===== src/rtl/bcd_timer_pkg.sv =====
// ----------------------------------------------------------------------------
// bcd_timer_pkg
// Shared types and helpers for the two-digit BCD timer controller.
//   state_t      : controller FSM states
//   BCD_MAX      : largest legal BCD digit
//   bcd_clamp()  : folds 10..15 down to 9
//   bcd_to_load(): 8-bit async set/clear pattern that forces a counter to d
// ----------------------------------------------------------------------------
package bcd_timer_pkg;

   typedef enum logic [2:0] {
      ST_IDLE  = 3'd0,
      ST_LOAD  = 3'd1,
      ST_RUN   = 3'd2,
      ST_PAUSE = 3'd3,
      ST_DONE  = 3'd4
   } state_t;

   localparam logic [3:0] BCD_MAX = 4'd9;

   function automatic logic [3:0] bcd_clamp(input logic [3:0] d);
      return (d > BCD_MAX) ? BCD_MAX : d;
   endfunction

   // For Q[k], k = 1..4: bit 2k-2 sets it, bit 2k-1 clears it, so each
   // bit pair is {~d, d}.
   function automatic logic [7:0] bcd_to_load(input logic [3:0] d);
      return {~d[3], d[3], ~d[2], d[2], ~d[1], d[1], ~d[0], d[0]};
   endfunction

endpackage


===== src/rtl/bcd_timer_ctrl_tick_prescaler.sv =====
// ----------------------------------------------------------------------------
// tick_prescaler
// Free-running 0..TICK_DIV-1 step pacer for the BCD timer.
//   clk   : rising-edge clock
//   reset : asynchronous, active-high; count returns to 0
//   clear : synchronous clear to 0 (has priority over run)
//   run   : count advances only while high; otherwise the count is frozen
//   tick  : high while the count sits at TICK_DIV-1
// ----------------------------------------------------------------------------
module tick_prescaler #(
   parameter int TICK_DIV = 4
) (
   input  logic clk,
   input  logic reset,
   input  logic clear,
   input  logic run,
   output logic tick
);

   localparam int W = (TICK_DIV > 1) ? $clog2(TICK_DIV) : 1;
   localparam logic [W-1:0] LAST = W'(TICK_DIV - 1);

   logic [W-1:0] r_cnt;

   always_ff @(posedge clk or posedge reset) begin
      if (reset) begin
         r_cnt <= '0;
      end else if (clear) begin
         r_cnt <= '0;
      end else if (run) begin
         if (r_cnt == LAST) r_cnt <= '0;
         else               r_cnt <= r_cnt + 1'b1;
      end
   end

   assign tick = (r_cnt == LAST);

endmodule


===== src/rtl/bcd_timer_ctrl.sv =====
// ----------------------------------------------------------------------------
// bcd_timer_ctrl
// Sequencer for an external two-digit chain of 0-9 BCD counters: presets the
// digits, paces steps with a prescaler, cascades ones carry/borrow into the
// tens enable, supports pause and stops exactly on the terminal count.
//   clk, reset            : clock, asynchronous active-high reset
//   start                 : level, (re)starts a run; captures preset/up_down
//   pause                 : level, freezes counting while high
//   up_down               : 1 = count 00 -> preset, 0 = preset -> 00
//   preset_tens/ones      : BCD preset or target, 10..15 clamp to 9
//   q_tens/q_ones [4:1]   : counter digit outputs, Q[1] is the LSB
//   en_tens/en_ones       : counter enables
//   rev                   : counter direction, 1 = count down
//   load_tens/load_ones   : async set/clear lines, one-cycle pulse in LOAD
//   busy, done            : status (LOAD/RUN/PAUSE, DONE)
//   dbg_state             : current FSM state for observation
//
// Handshake: start and pause are plain levels sampled every rising edge;
// enables are combinational and only meaningful at the rising edge that
// follows them; no ready/acknowledge path exists.
// ----------------------------------------------------------------------------
module bcd_timer_ctrl
   import bcd_timer_pkg::*;
#(
   parameter int TICK_DIV = 4
) (
   input  logic       clk,
   input  logic       reset,
   input  logic       start,
   input  logic       pause,
   input  logic       up_down,
   input  logic [3:0] preset_tens,
   input  logic [3:0] preset_ones,
   input  logic [4:1] q_tens,
   input  logic [4:1] q_ones,
   output logic       en_tens,
   output logic       en_ones,
   output logic       rev,
   output logic [7:0] load_tens,
   output logic [7:0] load_ones,
   output logic       busy,
   output logic       done,
   output state_t     dbg_state
);

   state_t     r_state;
   logic       r_up;
   logic [3:0] r_tgt_tens;
   logic [3:0] r_tgt_ones;
   logic [7:0] r_load_tens;
   logic [7:0] r_load_ones;
   logic       r_rev;
   logic       r_busy;
   logic       r_done;

   logic [3:0] w_q_tens;
   logic [3:0] w_q_ones;
   logic       w_term;
   logic       w_run;
   logic       w_tick;
   logic       w_go_load;
   logic [3:0] w_cl_tens;
   logic [3:0] w_cl_ones;

   assign w_q_tens  = q_tens;
   assign w_q_ones  = q_ones;
   assign w_cl_tens = bcd_clamp(preset_tens);
   assign w_cl_ones = bcd_clamp(preset_ones);

   assign w_term = r_up ? ((w_q_tens == r_tgt_tens) && (w_q_ones == r_tgt_ones))
                        : ((w_q_tens == 4'd0) && (w_q_ones == 4'd0));

   // Pause gates the prescaler and the enables in the same cycle it rises,
   // so a tick coinciding with the pause edge is held rather than lost.
   assign w_run = (r_state == ST_RUN) && !pause;

   // A start arriving during the one-cycle LOAD is ignored so the load
   // pulse always lasts exactly one cycle.
   assign w_go_load = start && (r_state != ST_LOAD);

   tick_prescaler #(.TICK_DIV(TICK_DIV)) u_prescaler (
      .clk   (clk),
      .reset (reset),
      .clear (r_state == ST_LOAD),
      .run   (w_run),
      .tick  (w_tick)
   );

   assign en_ones = w_run && w_tick && !w_term;
   assign en_tens = en_ones && (r_up ? (w_q_ones == BCD_MAX) : (w_q_ones == 4'd0));

   always_ff @(posedge clk or posedge reset) begin
      if (reset) begin
         r_state     <= ST_IDLE;
         r_up        <= 1'b0;
         r_tgt_tens  <= 4'd0;
         r_tgt_ones  <= 4'd0;
         r_load_tens <= 8'h00;
         r_load_ones <= 8'h00;
         r_rev       <= 1'b0;
         r_busy      <= 1'b0;
         r_done      <= 1'b0;
      end else begin
         r_load_tens <= 8'h00;
         r_load_ones <= 8'h00;
         if (w_go_load) begin
            r_state     <= ST_LOAD;
            r_up        <= up_down;
            r_tgt_tens  <= w_cl_tens;
            r_tgt_ones  <= w_cl_ones;
            // Up mode always starts from 00; the preset is its target.
            r_load_tens <= up_down ? bcd_to_load(4'd0) : bcd_to_load(w_cl_tens);
            r_load_ones <= up_down ? bcd_to_load(4'd0) : bcd_to_load(w_cl_ones);
            r_rev       <= !up_down;
            r_busy      <= 1'b1;
            r_done      <= 1'b0;
         end else begin
            case (r_state)
               ST_LOAD: begin
                  r_state <= ST_RUN;
               end
               ST_RUN: begin
                  if (w_term) begin
                     r_state <= ST_DONE;
                     r_busy  <= 1'b0;
                     r_done  <= 1'b1;
                  end else if (pause) begin
                     r_state <= ST_PAUSE;
                  end
               end
               ST_PAUSE: begin
                  if (!pause) r_state <= ST_RUN;
               end
               default: begin
                  r_state <= r_state;
               end
            endcase
         end
      end
   end

   assign load_tens = r_load_tens;
   assign load_ones = r_load_ones;
   assign rev       = r_rev;
   assign busy      = r_busy;
   assign done      = r_done;
   assign dbg_state = r_state;

endmodule


===== config.mk =====
export PLATFORM = sky130hd
export DESIGN_NAME = bcd_timer_ctrl
export DESIGN_NICKNAME = d
export VERILOG_FILES = /design/src/rtl/bcd_timer_pkg.sv /design/src/rtl/bcd_timer_ctrl_tick_prescaler.sv /design/src/rtl/bcd_timer_ctrl.sv
export SDC_FILE = /design/constraint.sdc
export NUM_CORES = 1
export LEC_CHECK = 0
export CAP_MARGIN = 40
export CELL_PAD_IN_SITES_DETAIL_PLACEMENT = 1
export CELL_PAD_IN_SITES_GLOBAL_PLACEMENT = 2
export CORE_ASPECT_RATIO = 2
export CORE_MARGIN = 2
export CORE_UTILIZATION = 30
export CTS_BUF_LIST = sky130_fd_sc_hd__clkbuf_8
export DETAILED_ROUTE_END_ITERATION = 8
export HOLD_SLACK_MARGIN = 0.15
export PLACE_DENSITY = 0.85
export SKIP_CTS_REPAIR_TIMING = 1
export SYNTH_ARGS = -nofsm -noshare
export SYNTH_HDL_FRONTEND = slang
export SYNTH_SLANG_ARGS = --single-unit

===== constraint.sdc =====
create_clock -name clk -period 4.2 [get_ports clk]
set_input_delay 0.84 -clock clk [delete_from_list [all_inputs] [get_ports clk]]
set_output_delay 0.84 -clock clk [all_outputs]
set_load 0.02 [all_outputs]

## Word level (Yosys, flattened, before mapping)

Cells that the tools add are included.

- Flip-flop bits (word level): 33
- Logic and storage cells: 71
- Output and inout port bits: 24
- Bits of input ports: 21

- Magnitude comparators: 2
- Add/subtract/negate cells: 1
- Equal/unequal tests: 10
- Bitwise operators: 8
- Multiplexer cells: 22
- Reductions and logical operators: 18

Operators with widths:

| operator | count |
|---|---|
| two-way mux 8 bit | 4 |
| two-way mux 3 bit | 4 |
| case mux 3 bit (3 select lines) | 1 |
| == test 4 bit | 2 |
| > comparator 4 bit (second input constant) | 2 |
| logical NOT 4 bit | 2 |
| two-way mux 1 bit | 8 |
| two-way mux 4 bit | 2 |
| inverter 1 bit | 8 |
| logical AND 1 bit | 7 |
| == test 3 x 2 -> 1 bit (second input constant) | 2 |
| two-way mux 2 bit | 3 |
| nonzero test 2 bit | 3 |
| == test 4 bit (second input constant) | 1 |
| != test 4 bit (second input constant) | 1 |
| nonzero test 4 bit | 1 |
| == test 3 x 1 -> 1 bit (second input constant) | 1 |
| logical NOT 1 bit | 3 |
| != test 3 x 1 -> 1 bit (second input constant) | 1 |
| != test 3 bit (second input constant) | 1 |
| AND reduction 3 bit | 1 |
| adder 2 x 1 -> 2 bit (second input constant) | 1 |
| == test 2 bit (second input constant) | 1 |
| AND reduction 2 bit | 1 |

## Longest topological paths before layout

Gate-level depths: netlist of the first run.

- Word-level depth: 6
- Depth in mapped cells: 6
- Mapped depth without buffers: 4

## By module

From an unflattened synthesis of the first run, not the netlist that was laid out.

- Cell total of the unflattened synthesis: 148
- Area, all modules: 1442.6 µm²

Modules (own cells, without submodules):

| module | cells an instance | sequential area each (µm²) | times used | area an instance (µm²) |
|---|---|---|---|---|
| bcd_timer_ctrl | 139 | 775.7 | 1 | 1338.8 |
| tick_prescaler | 9 | 50.0 | 1 | 103.8 |

## Worst setup path after synthesis of the first run

Ideal clock, no wire load.

- Kind: in2out
- From: in pause
- To: out en_tens
- Slack: 1594 ps
- Arrival: 1766 ps
- Buffers on the path: 0
- Stages on the path: 3
- Required time: 3360 ps
- Path through: nor3b_1 > nand4_1 > nor3_1

- Longest elaborated chain between the ends: 5

RTL lines:

| what | line | RTL |
|---|---|---|
| start: declaration | bcd_timer_ctrl.sv:30 | `input logic pause,` |
| logical NOT 1 bit | - |  |
| logical AND 1 bit | bcd_timer_ctrl.sv:75 | `assign w_run = (r_state == ST_RUN) && !pause;` |
| logical AND 1 bit (2 in series) | bcd_timer_ctrl.sv:89 | `assign en_ones = w_run && w_tick && !w_term;` |
| logical AND 1 bit | bcd_timer_ctrl.sv:90 | `assign en_tens = en_ones && (r_up ? (w_q_ones == BCD_MAX) : (w_q_ones == 4'd0));` |
| end: declaration | bcd_timer_ctrl.sv:36 | `output logic en_tens,` |

Every way passes these cells.

## Final worst setup path of the first run

Same ends and word-level chain as after synthesis.

==> results.md, run 1 <==
- Outcome: finished clean
- Crit path DAT: roughly 2800 ps
- Final Cycle Share: 0.859
- Switching Fraction: 0.315
- Routing usage on met1: 0.173
- Row Count: 35
- Simple-Gate Fraction of Synth Area: 0.211
- Seq pwr share: 0.459
- Sequential share of the synthesized area: 0.575
- PortBufs: 44
- Remaining Overflow, GRT: 0
- R2R Setup Slk: approximately 2400 ps
- Gate power share: 0.280
- Ports: 45
- Setup total negative slack: 0 ps
- Placer Congestion: approximately 0.74
- Antenna Nets Post-Route: 0
- Total die area: 5390 sq um
- Hold EP: rev
- Met2 Use GR: 0.302
- Largest family of logic cells by synthesized area: simple AND/OR/NAND/NOR gates
- Synth Net Count: roughly 170
- Slew Viols, Final: 0
- Final critical-path required period: 3610 ps
- Via count: between 1000 and 1500
- WL final: approximately 3800 microns
- CP required: 3360 ps
- Synthesized cell area: around 1400 sq um
- Clock Latency Late Sink: roughly 280 ps
- Initial antenna violation count: 0
- Clock-pin slew on the worst setup and hold paths: approximately 60 ps
- Largest cells by area after synthesis: dfrtp_1, nor2_1, o21ai_0
- Max-cap violation count: 0
- Sw Pwr: 0.287 mW
- CP Class: in2out
- Met3 Use GR: 0.0292
- Most common library cells after synthesis: dfrtp_1, nor2_1, o21ai_0
- Adder-Cell Fraction of Synth Area: 0.00872
- Worst r2r src: dbg_state[2]
- Synth Area in Compound Gates: 0.106
- Pin count of the biggest net entering global routing: 34
- Final Hold Slack: between 400 and 500 ps
- CTS Buf Count: 5
- F_max: roughly 280 MHz
- LEAKAGE: 0.861 nW
- CTS tree: yes
- YS warnings: 0
- Htree depth: 2
- Core Area: between 4000 and 5000 sq um
- Vias in the first global route: roughly 1300
- Clk_skew: approximately 3.1 ps
- First-pass GRT wire length: between 6000 and 7000 microns
- Yosys reg bits: 33
- Primary FF master, synth: dfrtp_1
- R2R Path End: load_tens[0]
- Final setup fails: 0
- Hold Fails Final Rpt: 0
- CP Capture Type: output port
- Util after Layout: 0.443
- Min-delay src: rev
- Xor and xnor area share after synthesis: 0.0488
- Internal power: between 0.6 and 0.7 mW
- Post-Place Setup Slack: 568 ps
- Syn-to-layout area delta: 41.9%
- FFs w/ async S/R, synth: 1.00
- Share of the synthesized area in the top cell type: 0.575
- RSZ-0062 raised after global routing: false
- Post-synth top area cell: dfrtp_1
- Die Width: 52.9 microns
- Post-synthesis cell count: 147
- Clock Sinks: 33
- CTS root buf: clkbuf_8
- Max Root-Sink Buffers: 2
- Starting Density: 0.312
- DRC: 0
- Global Route Usage Sum: 0.165
- Hold path depth: 2
- Die Y: 102 microns
- WL/cell: between 15 and 20 microns
- Mux cell area share after synthesis: 0.0227
- Final WS setup: ~590 ps
- Top-count cell post-synth: dfrtp_1
- Count of different cell masters after synthesis: 27
- Ant. Diodes: 0
- Worst hold path type: reg2reg
- Peak VDD IR: 0.304 mV
- GR peak layer: met2
- Worst reg2reg path depth: 5
- Starting DRT DRC Count: 15
- HPWL Detailed: slightly below 3000 microns
- Clk pwr share: 0.262
- Worst slew pin tran: about 490 ps
- Worst Path Max Fanout: 4
- Share of cells above drive strength 1: 0.0718
- Nets@finish: 217
- Drt pass-1 iters: 2
- Worst slew margin: 0.675
- Vias per inst: between 4 and 5
- Post-synth EDFFs: 0
- Worst setup SP type: input pin
- Pwr/cell area: 447 nW/um^2
- Syn_area_per_cell: between 9 and 10 sq um
[worst max path at each step]
| stage | startpoint | end | depth (start not counted) |
|---|---|---|---|
| global route | pause | en_tens | 5 |
| detailed placement | pause | en_tens | 5 |
| finish | pause | en_tens | 5 |
| floorplan | pause | en_tens | 3 |
| CTS | pause | en_tens | 5 |
| global placement | pause | en_tens | 5 |
[metrics by stage]
| step | instances | power, mW | area (sq um) |
|---|---|---|---|
| global placement | 242 | 0.665 | 1930 |
| CTS | 250 | 0.927 | 2040 |
| global route | 250 | 0.971 | 2040 |
| finish | 250 | 0.911 | 2040 |
| floorplan | 147 | 0.563 | 1440 |
| detailed placement | 243 | 0.684 | 1950 |
[layout make-up]
cell class,count,area [sq um]
Fill cell,532,2560
Sequential cell,33,826
Multi-Input combinational cell,105,574
Timing Repair Buffer,46,463
Clock buffer,6,82.6
Tap cell,55,68.8
Inverter,4,15.0
Clock inverter,1,7.51
[routing by layer]
layer  up-vias  part of all wire
li1        582                 -
met1       576              0.38
met2        34              0.56
met3         5             0.034
met4         0             0.024
met5         -                 0
[logic make-up after synthesis]
family	Yosys count
adders and majority gates	1
AOI/OAI and AO/OA	28
xor gates and xnor gates	8
muxes	3
and+or+nand+nor	65
buffers and inverters	9
DFF	33
[power by group through the flow]
stage / registers [mW] / logic [mW] / clock network [mW]
after floorplan: 0.437 / 0.126 / 0
after global placement: 0.420 / 0.245 / 0
after detailed placement: 0.425 / 0.259 / 0
after CTS: 0.419 / 0.261 / 0.247
after global routing: 0.427 / 0.284 / 0.260
final: 0.418 / 0.255 / 0.238
[cell usage in the layout (no fill, tap or decap), types with 2 or more instances in the layout]
master	netlist	routed
nor4_1	2	2
nand3_1	3	3
inv_1	4	4
nor2b_1	2	2
clkdlybuf4s50_1	0	44
nor3_1	3	3
and2_1	2	2
xnor2_1	8	8
nor2_1	25	25
dfrtp_1	33	33
clkbuf_8	0	6
nand4_1	3	3
mux2_2	2	2
o21ai_0	18	17
nand2b_1	6	6
nand2_1	15	15
o21a_1	2	2
a21oi_1	5	5
[critical path, stage by stage]
cell and delay, ps:
clkdlybuf4s50_1 460, nor3b_1 450, nand4_1 180, nor3_1 200
clkdlybuf4s50_1 630
[sequential cells by signal, summed over array words and instances (netlist names)]
signal / cells
load_ones: 8
load_tens: 8
r_tgt_ones: 4
r_tgt_tens: 4
dbg_state: 3
u_prescaler.r_cnt: 2
busy: 1
done: 1
r_up: 1
rev: 1
(Power assumes the default switching activity.)
==> run 2: changes to the inputs <==
CORE_UTILIZATION = 25   (was 30)
PLACE_DENSITY = 0.76   (was 0.85)
SLEW_MARGIN = 15   (was not set)
clock period = 3.1 ns   (was 4.2 ns; I/O delays follow)
==> run 2 against run 1 <==
Effect of this change: die area increased by 19%; routed wire length down 1.4%; first-iteration DRC count up 60%; setup slack worse by 160 ps; clock skew is essentially flat; clock power increased by 40%; final cell count increased by 4.0%; largest cell class unchanged; largest power group unchanged.
==> results.md, run 2 (same netlist as run 1, synthesis figures left out) <==
- Starting Density: 0.256 (-0.0564)
- Max Root-Sink Buffers: 2 (unchanged)
- CP startpoint: q_ones[4]
- WL/cell: 14.4 microns (-5.2%)
- Worst Path Max Fanout: 4 (unchanged)
- Clock Sinks: 33 (unchanged)
- CTS root buf: clkbuf_8
- CTS Buf Count: 5 (unchanged)
- Worst setup endpoint: en_tens
- Slew Viols, Final: 0 (unchanged)
- Total die area: 6400 sq um (+19%)
- Initial antenna violation count: 0 (unchanged)
- Worst slew pin tran: 860 ps (+373 ps)
- Syn-to-layout area delta: 45.1%
- Outcome: finished clean
- Vias per inst: 4.81 (+0.41%)
- Core Area: 5610 sq um (+22%)
- Global Route Usage Sum: 0.127 (-0.0384)
- CP Capture Type: output port
- Die Width: 57.6 microns (+8.8%)
- Hold path depth: 2 (unchanged)
- Max-cap violation count: 0 (unchanged)
- Peak VDD IR: 0.315 mV (+3.6%)
- Most common cell after layout, fill and taps aside: clkdlybuf4s50_1
- R2R Setup Slk: 1050 ps (-1340 ps)
- CTS tree: yes
- Share of cells above drive strength 1: 0.101 (+0.0287)
- First-pass GRT wire length: 6330 microns (-0.22%)
- Clock-pin slew on the worst setup and hold paths: 70 ps (about the same)
- Util after Layout: 0.371 (-0.0720)
- Worst hold path type: reg2reg
- Die Y: 111 microns (+9.2%)
- Worst reg2reg path depth: 4 (-1)
- Pin count of the biggest net entering global routing: 34 (unchanged)
- Clock Latency Late Sink: 280 ps (about the same)
- Hold Fails Final Rpt: 0 (unchanged)
- Clk_skew: 3.18 ps (+0.0805 ps)
- Final setup fails: 0 (unchanged)
- Seq pwr share: 0.444 (-0.015)
- Gate power share: 0.288 (+0.008)
- HPWL Detailed: 2790 microns (-6.4%)
- Crit path DAT: 2050 ps (-720 ps)
- Sw Pwr: 0.396 mW (+38%)
- Htree depth: 2 (unchanged)
- Switching Fraction: 0.318 (+0.00289)
- CP required: 2480 ps (-880 ps)
- LEAKAGE: 0.918 nW (+6.5%)
- RSZ-0062 raised after global routing: false
- Internal power: 0.849 mW (+36%)
- Post-Place Setup Slack: 10.7 ps (-557 ps)
- CP Class: in2out
- Antenna Nets Post-Route: 0 (unchanged)
- WL final: 3730 microns (-1.4%)
- Nets@finish: 221 (+1.8%)
- Worst slew margin: 0.427 (-0.248)
- Via count: 1250 (+4.4%)
- Commonest cells after routing, fill and taps aside: clkdlybuf4s50_1, dfrtp_1, nor2_1
- Drt pass-1 iters: 3 (+1)
- Vias in the first global route: 1326 (-0.15%)
- Worst setup SP type: input pin
- Pwr/cell area: 598 nW/um^2 (+34%)
- F_max: roughly 370 MHz
- DRC: 0 (unchanged)
- Worst r2r src: dbg_state[2]
- Ports: 45 (unchanged)
- Final critical-path required period: 2670 ps
- Ant. Diodes: 0 (unchanged)
- Placer Congestion: 0.755 (+2.5%)
- R2R Path End: r_tgt_ones[3]
- Starting DRT DRC Count: 24 (+9)
- Setup total negative slack: 0 ps (unchanged)
- Final WS setup: 429 ps (-162 ps)
- Row Count: 39 (+11%)
- Remaining Overflow, GRT: 0 (unchanged)
- PortBufs: 44 (unchanged)
- Clk pwr share: 0.268 (+0.006)
- Tot Pwr: 1.24 mW (+37%)
- Final Cycle Share: 0.862
-- run 2: cell type report --
cell class / count / area (sq um)
multi-input combinational: 105 / 584
clock inverter: 1 / 7.51
tap: 61 / 76.3
sequential: 33 / 826
fill: 642 / 3530
timing repair buffer: 50 / 490
inverter: 4 / 15.0
clock buffer: 6 / 82.6
-- run 2: worst max-delay path, stage by stage --
cell             delay (ps)
clkdlybuf4s50_1         530
xnor2_1                 140
nand4_1                 170
nor3_2                  190
buf_4                   150
nor3_1                   50
dlymetal6s2s_1          210
-- run 2: metal layers --
metal	track usage	up-vias	part of all wire
met1	0.161	608	0.42
met4	0.0558	0	0.021
li1	-	595	-
met2	0.197	41	0.50
met3	0.0338	6	0.061
met5	0	-	0
-- run 2: worst min path at each step --
| stage | to | startpoint | slack [ps] |
|---|---|---|---|
| final | rev | rev | 490 |
| after global routing | rev | rev | 520 |
| after CTS | rev | rev | 500 |
| after detailed placement | rev | rev | 480 |
| after global placement | rev | rev | 470 |
| after floorplan | u_prescaler.r_cnt[1] | u_prescaler.r_cnt[1] | 470 |
-- run 2: power by group through the flow --
stage	logic (mW)	registers [mW]	clock network (mW)
2_1_floorplan	0.171	0.592	0
3_3_place_gp	0.352	0.559	0
3_5_place_dp	0.361	0.562	0
4_1_cts	0.364	0.554	0.343
5_1_grt	0.399	0.563	0.361
6_report	0.358	0.553	0.334
-- run 2: per-stage QoR --
stage	area [sq um]	hold WS (ps)	instances
global route	2080	520	260
detailed placement	1980	483	253
global placement	1980	468	253
finish	2080	489	260
floorplan	1440	465	147
CTS	2070	499	260
==> run 3: changes to the inputs <==
TNS_END_PERCENT = 100   (was not set)
clock period = 2.4 ns   (was 3.1 ns; I/O delays follow)
==> run 3 against run 2 <==
Effect of this change: count of clock-buffer cells in the layout did not move; sequential power rose by 28%; global-route usage rose by 0.32 points; via count fell by 0.40%; final cell count rose by 1.9%; critical path type unchanged.
==> results.md, run 3 (same netlist as run 1, synthesis figures left out) <==
- Placer Congestion: 0.750 (-0.73%)
- Clk_skew: 6.47 ps (+3.30 ps)
- Initial antenna violation count: 0 (unchanged)
- Worst hold path type: reg2reg
- Layout fillers: 652 (+1.6%)
- WP buf/inv: 3 (unchanged)
- CP Class: in2out
- Ant. Diodes: 0 (unchanged)
- Final Cycle Share: 0.948
- Worst setup SP type: input pin
- CTS root buf: clkbuf_8
- Share of cells above drive strength 1: 0.127 (+0.0269)
- CTS tree: yes
- HPWL Detailed: 2880 microns (+3.4%)
- Cell Area, Placed: 2010 sq um (+1.9%)
- Final setup fails: 0 (unchanged)
- First-pass GRT wire length: 6340 microns (+0.22%)
- Max Root-Sink Buffers: 2 (unchanged)
- Cell Chain, Critical Path: clkdlybuf4s50_1 > xnor2_1 > nand3_1 > nor3_2 > buf_4 > nor3_1 > clkbuf_2
- Most common cell after layout, fill and taps aside: clkdlybuf4s50_1
- PortBufs: 44 (unchanged)
- Row Count: 39 (unchanged)
- Syn-to-layout area delta: 46.8%
- Hold path depth: 2 (unchanged)
- Final critical-path required period: 2280 ps
- Core Area: 5610 sq um (unchanged)
- LEAKAGE: 0.930 nW (+1.4%)
- Total die area: 6400 sq um (unchanged)
- Commonest cells after routing, fill and taps aside: clkdlybuf4s50_1, dfrtp_1, nor2_1
- Drt pass-1 iters: 3 (unchanged)
- Worst slew pin tran: 611 ps (-249 ps)
- Slowest stage cell on the critical path: clkdlybuf4s50_1
- Pwr/cell area: 771 nW/um^2 (+29%)
- Cell area after layout: 2110 sq um (+1.2%)
- Pin count of the biggest net entering global routing: 34 (unchanged)
- Starting Density: 0.256 (unchanged)
- Clock Latency Late Sink: 280 ps (about the same)
- Vias per inst: 4.70 (-2.3%)
- Ports: 45 (unchanged)
- Starting DRT DRC Count: 16 (-33%)
- Max-cap violation count: 0 (unchanged)
- DRC: 0 (unchanged)
- R2R Setup Slk: 680 ps (-370 ps)
- Util after Layout: 0.375 (+0.00446)
- Crit path DAT: 1800 ps (-250 ps)
- Worst Path Max Fanout: 4 (unchanged)
- Outcome: finished clean
- Min-delay src: rev
- Die Width: 57.6 microns (unchanged)
- Global Route Usage Sum: 0.130 (+0.00319)
- Hold EP: rev
- Clock-pin slew on the worst setup and hold paths: 60 ps (about the same)
- Worst path max stage delay: 510 ps (-20 ps)
- Top delay family on crit path: buffers and inverters
- Via count: 1245 (-0.40%)
- CP Capture Type: output port
- Worst reg2reg path depth: 4 (unchanged)
- Nets@finish: 226 (+2.3%)
- Hold Fails Final Rpt: 0 (unchanged)
- RSZ-0062 raised after global routing: false
- Worst slew margin: 0.593 (+0.166)
- Remaining Overflow, GRT: 0 (unchanged)
- Vias in the first global route: 1304 (-1.7%)
- CP required: 1920 ps (-560 ps)
- R2R Path End: rev
- Htree depth: 2 (unchanged)
- Worst r2r src: dbg_state[2]
- Antenna Nets Post-Route: 0 (unchanged)
- Die Y: 111 microns (unchanged)
- Peak VDD IR: 0.381 mV (+21%)
- Clock Sinks: 33 (unchanged)
- CTS Buf Count: 5 (unchanged)
- Slew Viols, Final: 0 (unchanged)
- WL final: 3770 microns (+0.94%)
- F_max: about 440 MHz
- WL/cell: 14.2 microns (-0.97%)
-- run 3: changes by cell type in the layout (fill, tap and decap cells not counted) --
cell / delta
nor3b_2: -1
dlymetal6s2s_1: +1
clkdlybuf4s50_1: -3
buf_4: +5
nor3b_1: +1
clkbuf_2: +2
-- run 3: worst max-delay path by stage --
stage,from,to,depth (start not counted)
after floorplan,dbg_state[1],en_tens,4
after global placement,q_ones[1],en_tens,7
after detailed placement,q_ones[4],en_tens,7
after CTS,q_ones[4],en_tens,7
after global routing,q_ones[3],en_tens,7
final,q_tens[1],en_tens,7
-- run 3: worst min-delay path: stages (launching register included) --
cell	delay, ps
dfrtp_1	350
nand2_1	50
nand2_1	60
-- run 3: routing by layer --
layer,routed length (microns),track usage
met5,0,0
met4,71,0.0512
met1,1630,0.164
met3,217,0.0338
met2,1850,0.207
-- run 3: through the flow --
| step | setup WS (ps) | setup TNS (ps) | hold slack, ps | power (mW) | cells |
|---|---|---|---|---|---|
| floorplan | 309 | 0 | 465 | 0.985 | 147 |
| global placement | -355 | -691 | 468 | 1.20 | 258 |
| detailed placement | -355 | -683 | 491 | 1.22 | 258 |
| CTS | -352 | -675 | 508 | 1.65 | 265 |
| global route | 27.9 | 0 | 541 | 1.73 | 265 |
| finish | 124 | 0 | 495 | 1.62 | 265 |
-- run 3: area by class of cell --
type	count	area (sq um)	share of cell area
inverter	4	15.0	0.00713
tap	61	76.3	0.0362
multi-input combinational	105	579	0.275
timing repair buffer	55	520	0.247
clock buffer	6	82.6	0.0392
clock inverter	1	7.51	0.00356
sequential	33	826	0.392
-- run 3: report_power, final --
part	leakage, nW	internal (mW)	switching [mW]
Clock	0.0433	0.226	0.198
Sequential	0.417	0.651	0.0568
Combinational	0.470	0.237	0.255
